[config.mk]
export PLATFORM = sky130hd
export DESIGN_NAME = ped_crossing_ctrl_flat
export DESIGN_NICKNAME = d
export VERILOG_FILES = /design/src/rtl/tl_pkg.sv /design/src/rtl/ped_crossing_ctrl_if.sv /design/src/rtl/ped_crossing_ctrl_btn_debounce.sv /design/src/rtl/ped_crossing_ctrl.sv /design/src/flat_wrapper.sv
export SDC_FILE = /design/constraint.sdc
export NUM_CORES = 1
export LEC_CHECK = 0
export CAP_MARGIN = 20
export CORE_ASPECT_RATIO = 2
export CORE_UTILIZATION = 55
export CTS_CLUSTER_SIZE = 28
export DETAILED_ROUTE_END_ITERATION = 12
export DONT_BUFFER_PORTS = 1
export PLACE_DENSITY = 0.75
export SLEW_MARGIN = 10
export SYNTH_ARGS = -nofsm -noshare
export SYNTH_HDL_FRONTEND = slang
export SYNTH_SLANG_ARGS = --single-unit
[constraint.sdc]
create_clock -name clk -period 1.85 [get_ports clk]
set_input_delay 0.37 -clock clk [delete_from_list [all_inputs] [get_ports clk]]
set_output_delay 0.37 -clock clk [all_outputs]
set_load 0.05 [all_outputs]
[src/rtl/tl_pkg.sv]
// Encodings shared by the traffic-light phase FSM and the pedestrian crossing controller.
package tl_pkg;

  localparam logic [1:0] PH_RED     = 2'b00;
  localparam logic [1:0] PH_GREEN   = 2'b01;
  localparam logic [1:0] PH_YELLOW  = 2'b10;
  localparam logic [1:0] PH_ILLEGAL = 2'b11;

  typedef enum logic [1:0] {
    ST_IDLE  = 2'd0,
    ST_WALK  = 2'd1,
    ST_CLEAR = 2'd2
  } ped_state_e;

  localparam int CNT_W = 8;

endpackage

[src/rtl/ped_crossing_ctrl_if.sv]
// Signal bundle between the phase source / pedestrian lamps and ped_crossing_ctrl.
// No handshake: inputs are sampled every clk edge and every output is a registered level valid each cycle.
interface ped_crossing_ctrl_if;
  import tl_pkg::*;

  logic [1:0] phase;
  logic       ped_btn;
  logic       walk;
  logic       dont_walk;
  logic       flash;
  logic [3:0] countdown;
  logic       req_pending;
  logic       abort;
  logic       phase_err;
  ped_state_e state;

  modport master (
    output phase, ped_btn,
    input  walk, dont_walk, flash, countdown, req_pending, abort, phase_err, state
  );

  modport slave (
    input  phase, ped_btn,
    output walk, dont_walk, flash, countdown, req_pending, abort, phase_err, state
  );

endinterface

[src/rtl/ped_crossing_ctrl_btn_debounce.sv]
// Push-button conditioning: 2-flop synchroniser, stability counter, registered rising-edge pulse.
module btn_debounce #(
  parameter int DEBOUNCE_CYCLES = 4
) (
  input  logic clk,
  input  logic rst,
  input  logic btn_raw,
  output logic level,
  output logic rise
);

  localparam int CW = (DEBOUNCE_CYCLES > 1) ? $clog2(DEBOUNCE_CYCLES) : 1;

  logic          sync1_q, sync2_q;
  logic          level_q, level_d;
  logic          rise_q, rise_d;
  logic [CW-1:0] cnt_q, cnt_d;

  // Counter tracks how many consecutive samples disagreed with the current level.
  always_comb begin
    level_d = level_q;
    cnt_d   = '0;
    if (sync2_q != level_q) begin
      if (cnt_q == CW'(DEBOUNCE_CYCLES - 1)) level_d = sync2_q;
      else                                   cnt_d   = cnt_q + 1'b1;
    end
    rise_d = level_d & ~level_q;
  end

  always_ff @(posedge clk or posedge rst) begin
    if (rst) begin
      sync1_q <= 1'b0;
      sync2_q <= 1'b0;
      level_q <= 1'b0;
      rise_q  <= 1'b0;
      cnt_q   <= '0;
    end else begin
      sync1_q <= btn_raw;
      sync2_q <= sync1_q;
      level_q <= level_d;
      rise_q  <= rise_d;
      cnt_q   <= cnt_d;
    end
  end

  assign level = level_q;
  assign rise  = rise_q;

endmodule

[src/rtl/ped_crossing_ctrl.sv]
// Pedestrian signal controller: latches a debounced request and runs WALK then flashing CLEAR
// on the next vehicle RED entry, forcing DONT_WALK (with an abort pulse) whenever RED is lost.
module ped_crossing_ctrl
  import tl_pkg::*;
#(
  parameter int DEBOUNCE_CYCLES = 4,
  parameter int WALK_CYCLES     = 4,
  parameter int CLEAR_CYCLES    = 4,
  parameter int FLASH_HALF      = 1
) (
  input logic                clk,
  input logic                rst,
  ped_crossing_ctrl_if.slave bus
);

  logic             btn_level, btn_rise;
  logic [1:0]       phase_q;
  logic             is_red, red_entry;
  ped_state_e       state_q, state_d;
  logic [CNT_W-1:0] cnt_q, cnt_d;
  logic [CNT_W-1:0] fcnt_q, fcnt_d;
  logic             walk_q, walk_d;
  logic             dont_walk_q, dont_walk_d;
  logic             flash_q, flash_d;
  logic [3:0]       countdown_q, countdown_d;
  logic             req_q, req_d;
  logic             abort_q, abort_d;
  logic             err_q, err_d;

  btn_debounce #(.DEBOUNCE_CYCLES(DEBOUNCE_CYCLES)) u_btn (
    .clk     (clk),
    .rst     (rst),
    .btn_raw (bus.ped_btn),
    .level   (btn_level),
    .rise    (btn_rise)
  );

  // The illegal encoding is deliberately not RED, so it behaves like losing the phase.
  assign is_red    = (bus.phase == PH_RED);
  assign red_entry = is_red && (phase_q != PH_RED);

  always_comb begin
    state_d     = state_q;
    cnt_d       = cnt_q;
    fcnt_d      = fcnt_q;
    walk_d      = walk_q;
    dont_walk_d = dont_walk_q;
    flash_d     = flash_q;
    countdown_d = countdown_q;
    abort_d     = 1'b0;
    req_d       = req_q | btn_rise;
    err_d       = err_q | (bus.phase == PH_ILLEGAL);
    case (state_q)
      ST_IDLE: begin
        walk_d      = 1'b0;
        dont_walk_d = 1'b1;
        flash_d     = 1'b0;
        countdown_d = 4'd0;
        if (red_entry && req_q) begin
          state_d     = ST_WALK;
          req_d       = 1'b0;
          walk_d      = 1'b1;
          dont_walk_d = 1'b0;
          cnt_d       = CNT_W'(WALK_CYCLES - 1);
        end
      end
      ST_WALK: begin
        if (!is_red) begin
          state_d     = ST_IDLE;
          walk_d      = 1'b0;
          dont_walk_d = 1'b1;
          abort_d     = 1'b1;
        end else if (cnt_q == '0) begin
          state_d     = ST_CLEAR;
          walk_d      = 1'b0;
          dont_walk_d = 1'b1;
          flash_d     = 1'b1;
          countdown_d = 4'(CLEAR_CYCLES);
          cnt_d       = CNT_W'(CLEAR_CYCLES - 1);
          fcnt_d      = CNT_W'(FLASH_HALF - 1);
        end else begin
          cnt_d = cnt_q - 1'b1;
        end
      end
      ST_CLEAR: begin
        if (!is_red || cnt_q == '0) begin
          state_d     = ST_IDLE;
          flash_d     = 1'b0;
          countdown_d = 4'd0;
          abort_d     = !is_red;
        end else begin
          cnt_d       = cnt_q - 1'b1;
          countdown_d = countdown_q - 4'd1;
          if (fcnt_q == '0) begin
            flash_d = ~flash_q;
            fcnt_d  = CNT_W'(FLASH_HALF - 1);
          end else begin
            fcnt_d = fcnt_q - 1'b1;
          end
        end
      end
      default: state_d = ST_IDLE;
    endcase
  end

  always_ff @(posedge clk or posedge rst) begin
    if (rst) begin
      phase_q     <= PH_RED;
      state_q     <= ST_IDLE;
      cnt_q       <= '0;
      fcnt_q      <= '0;
      walk_q      <= 1'b0;
      dont_walk_q <= 1'b1;
      flash_q     <= 1'b0;
      countdown_q <= 4'd0;
      req_q       <= 1'b0;
      abort_q     <= 1'b0;
      err_q       <= 1'b0;
    end else begin
      phase_q     <= bus.phase;
      state_q     <= state_d;
      cnt_q       <= cnt_d;
      fcnt_q      <= fcnt_d;
      walk_q      <= walk_d;
      dont_walk_q <= dont_walk_d;
      flash_q     <= flash_d;
      countdown_q <= countdown_d;
      req_q       <= req_d;
      abort_q     <= abort_d;
      err_q       <= err_d;
    end
  end

  assign bus.walk        = walk_q;
  assign bus.dont_walk   = dont_walk_q;
  assign bus.flash       = flash_q;
  assign bus.countdown   = countdown_q;
  assign bus.req_pending = req_q;
  assign bus.abort       = abort_q;
  assign bus.phase_err   = err_q;
  assign bus.state       = state_q;

endmodule

[src/flat_wrapper.sv]
// flat-port wrapper written by rule: the top's interface ports become plain ports
module ped_crossing_ctrl_flat import tl_pkg::*;
#(
  parameter int DEBOUNCE_CYCLES = 4,
  parameter int WALK_CYCLES     = 4,
  parameter int CLEAR_CYCLES    = 4,
  parameter int FLASH_HALF      = 1
)
  (clk, rst, bus_phase, bus_ped_btn, bus_walk, bus_dont_walk, bus_flash, bus_countdown, bus_req_pending, bus_abort, bus_phase_err, bus_state);
  ped_crossing_ctrl_if bus_i ();
  input logic clk;
  input logic rst;
  input wire logic [$bits(bus_i.phase)-1:0] bus_phase;
  input wire logic [$bits(bus_i.ped_btn)-1:0] bus_ped_btn;
  output wire logic [$bits(bus_i.walk)-1:0] bus_walk;
  output wire logic [$bits(bus_i.dont_walk)-1:0] bus_dont_walk;
  output wire logic [$bits(bus_i.flash)-1:0] bus_flash;
  output wire logic [$bits(bus_i.countdown)-1:0] bus_countdown;
  output wire logic [$bits(bus_i.req_pending)-1:0] bus_req_pending;
  output wire logic [$bits(bus_i.abort)-1:0] bus_abort;
  output wire logic [$bits(bus_i.phase_err)-1:0] bus_phase_err;
  output wire logic [$bits(bus_i.state)-1:0] bus_state;
  assign bus_i.phase = bus_phase;
  assign bus_i.ped_btn = bus_ped_btn;
  assign bus_walk = bus_i.walk;
  assign bus_dont_walk = bus_i.dont_walk;
  assign bus_flash = bus_i.flash;
  assign bus_countdown = bus_i.countdown;
  assign bus_req_pending = bus_i.req_pending;
  assign bus_abort = bus_i.abort;
  assign bus_phase_err = bus_i.phase_err;
  assign bus_state = bus_i.state;
  ped_crossing_ctrl #(.DEBOUNCE_CYCLES(DEBOUNCE_CYCLES), .WALK_CYCLES(WALK_CYCLES), .CLEAR_CYCLES(CLEAR_CYCLES), .FLASH_HALF(FLASH_HALF)) u_core (.clk(clk), .rst(rst), .bus(bus_i));
endmodule
==> metrics <==
root buffer cell=clkbuf_8; ranking of synthesized cells by area=dfrtp_1, ha_1, inv_1; clock transition at the registers of the reported paths=about 0.08 ns; hold buffers post-CTS=0; share of synthesized registers carrying an async set or reset=100%; FF-to-FF Start=u_core.cnt_q[1]$_DFFE_PP0P_; vias in the first global route=2111; clk_skew=about 0.0092 ns; Clock Tree Buf Depth=2; max cap viols=0; Synth cell types=58; area share of the leading cell type in the synthesized netlist=approximately two fifths; Clock Sinks=36; leading cell type in the layout, fill and taps excluded=buf_4; DRT Wirelength=just under 7000 um; Cell Area, Placed=approximately 2500 um2; Nets=286; part of the Yosys area used for sequential elements=a little over two fifths; Max H-tree Level=2; worst endpoint data arrival time=between 2 and 2.5 ns; # diodes=0; Final min period=around 2.0 ns; post-synth top area cell=dfrtp_1; GPL Wtd Cong=between 0.9 and 1; first-pass GRT wire length=10000 um; worst-path maximum fanout=6; total core area=between 3000 and 4000 um2; CTS tree=yes; syn avg cell area=9.83 um2; FF-to-FF path depth=7; Post-synth EDFFs=0; Die Area=slightly above 4000 um2; Synth Cell Area=between 2000 and 2500 um2; Worst EP required=~2.0 ns; Antenna Nets Post-Route=0; r2r endpoint=u_core.cnt_q[0]$_DFFE_PP0P_; synthesis-stage register bit count=36; critical path type=flip-flop to flip-flop; Wirelength per Cell=about 22 um; First DRT Iteration DRCs=80; row count=31; vias=2116; critical path capture point type=flip-flop; setup ws final=-0.150 ns; Initial Util=between 50% and 60%; total CTS buffers=5; Remaining DRCs=0; Slew headroom=61.6%; max-slew violations=0; worst hold path class=input pin to async pin; largest net degree at the start of global routing=25; Mapped Nets=231; Avg Vias per Cell=6.57; gr usage total=roughly a third; Layout area overhead=39.4%; Setup crit start kind=flip-flop; initial antenna violation count=0; most frequent cells in the layout=buf_4, dfrtp_1, inv_1; VDD IR-drop max=approximately 790 uV; Final setup violation count=18; Yosys Warn Count=0; Static Leak=approximately 1.3 nW; First-pass DRT Iterations=4; Fmax=roughly 500 MHz; worst hold slack=-0.00806 ns; outcome=finished with violations; Port Buffers=0; final hold vios=10; flop-to-flop setup slack=-0.15 ns; post-layout util=around four fifths; Die H=90.1 um; period utilization=108%; post-route cell area=about 3000 um2; Syn Inst Count=roughly 220; RSZ-0062 raised after global routing=true; I/O pin cnt=17; FILL cells=232; Die W=about 46 um; failing checks=negative hold slack, negative setup slack; Primary FF master, synth=dfrtp_1; Total Power=3.48 mW; PwrDens=between 1000 and 1500 nW/um2; grt total ovfl=0; DPL Wire Length=about 4400 um; Skew-Pair Late Insertion Delay=0.31 ns; Slew @ Worst Pin=between 0.5 and 0.6 ns; share of post-route cells with drive strength above 1=approximately 42%
power breakdown:
group | switching, mW | internal (mW) | total (mW)
clock | 0.320 | 0.399 | 0.719
combinational | 0.906 | 0.673 | 1.58
sequential | 0.235 | 0.947 | 1.18
registers in the layout, indices dropped and copies added, names as in the netlist:
register / cells
u_core.bus.abort: 1
u_core.bus.countdown: 4
u_core.bus.dont_walk: 1
u_core.bus.flash: 1
u_core.bus.phase_err: 1
u_core.bus.req_pending: 1
u_core.bus.state: 2
u_core.bus.walk: 1
u_core.cnt_q: 8
u_core.fcnt_q: 8
u_core.phase_q: 2
u_core.u_btn.cnt_q: 2
u_core.u_btn.level: 1
u_core.u_btn.rise: 1
u_core.u_btn.sync1_q: 1
u_core.u_btn.sync2_q: 1
critical path, stage by stage, from the launching register on:
cell and delay [ns]:
dfrtp_1 0.40, inv_2 0.10, ha_4 0.14, or4b_4 0.53
buf_6 0.15, o21ai_0 0.16, a21oi_1 0.12, a22oi_1 0.29
logic make-up after synthesis:
group | share of synthesized area [%]
buf+inv | 5.92
simple gates | 19.1
compound gates | 23.8
flops | 42.3
fa+ha+maj | 5.28
xor+xnor | 0.411
mux | 3.23
layout make-up:
| class | instances | area, um2 | area share (%) |
|---|---|---|---|
| Multi-Input combinational cell | 153 | 1350 | 45.5 |
| Sequential cell | 36 | 905 | 30.4 |
| Timing Repair Buffer | 57 | 470 | 15.8 |
| Inverter | 19 | 73.8 | 2.48 |
| Clock buffer | 5 | 68.8 | 2.31 |
| Tap cell | 49 | 61.3 | 2.06 |
| Clock inverter | 3 | 42.5 | 1.43 |
metal layers:
metal  GRT usage (%)  wire, um  vias to the layer above
li1                -         -                      939
met1            33.4      2230                     1046
met2            57.0      3920                       95
met3            8.63       392                       36
met4            17.6       400                        0
met5               0         0                        -
repair_timing:
item / 4_1_cts / 5_1_grt
setup buffers: 2 / 10
resized for setup: 14 / 38
pin swaps: 3 / 18
cloned: 0 / 1
endpoints found under the setup margin: 20 / 23
cell usage after synthesis (3+ instances only):
master      n
a211oi_1    4
a21o_1      4
a21oi_1    13
a22oi_1     5
a31oi_1     4
clkbuf_1    4
dfrtp_1    35
ha_1        9
inv_1      19
mux2_2      3
nand2_1     8
nand2b_1    4
nand3_1     7
nor2_1     10
nor3_1      4
nor4_1      9
o2111ai_1   3
o211ai_1    5
o21ai_0    13
o31ai_1     3
how the worst max path moves through the flow:
stage | cells past startpoint | to | start | slack, ns
4_1_cts | 6 | u_core.fcnt_q[1]$_DFFE_PP0P_ | u_core.cnt_q[0]$_DFFE_PP0P_ | -0.03
6_report | 7 | u_core.cnt_q[0]$_DFFE_PP0P_ | u_core.cnt_q[1]$_DFFE_PP0P_ | -0.15
3_5_place_dp | 7 | u_core.fcnt_q[6]$_DFFE_PP0P_ | u_core.cnt_q[0]$_DFFE_PP0P_ | -0.22
5_1_grt | 8 | u_core.cnt_q[0]$_DFFE_PP0P_ | u_core.bus.state[0]$_DFFE_PP0P_ | -0.25
3_3_place_gp | 6 | u_core.bus.countdown[1]$_DFFE_PP0P_ | u_core.cnt_q[1]$_DFFE_PP0P_ | -0.18
2_1_floorplan | 7 | u_core.fcnt_q[1]$_DFFE_PP0P_ | u_core.cnt_q[1]$_DFFE_PP0P_ | -0.11
through the flow:
| stage | std cells | setup slack, ns | setup TNS [ns] |
|---|---|---|---|
| 2_1_floorplan | 217 | -0.107 | -0.166 |
| 3_3_place_gp | 301 | -0.181 | -0.876 |
| 3_5_place_dp | 301 | -0.216 | -1.86 |
| 4_1_cts | 311 | -0.0311 | -0.0984 |
| 5_1_grt | 322 | -0.250 | -2.06 |
| 6_report | 322 | -0.150 | -0.754 |
(Power assumes the default switching activity.)
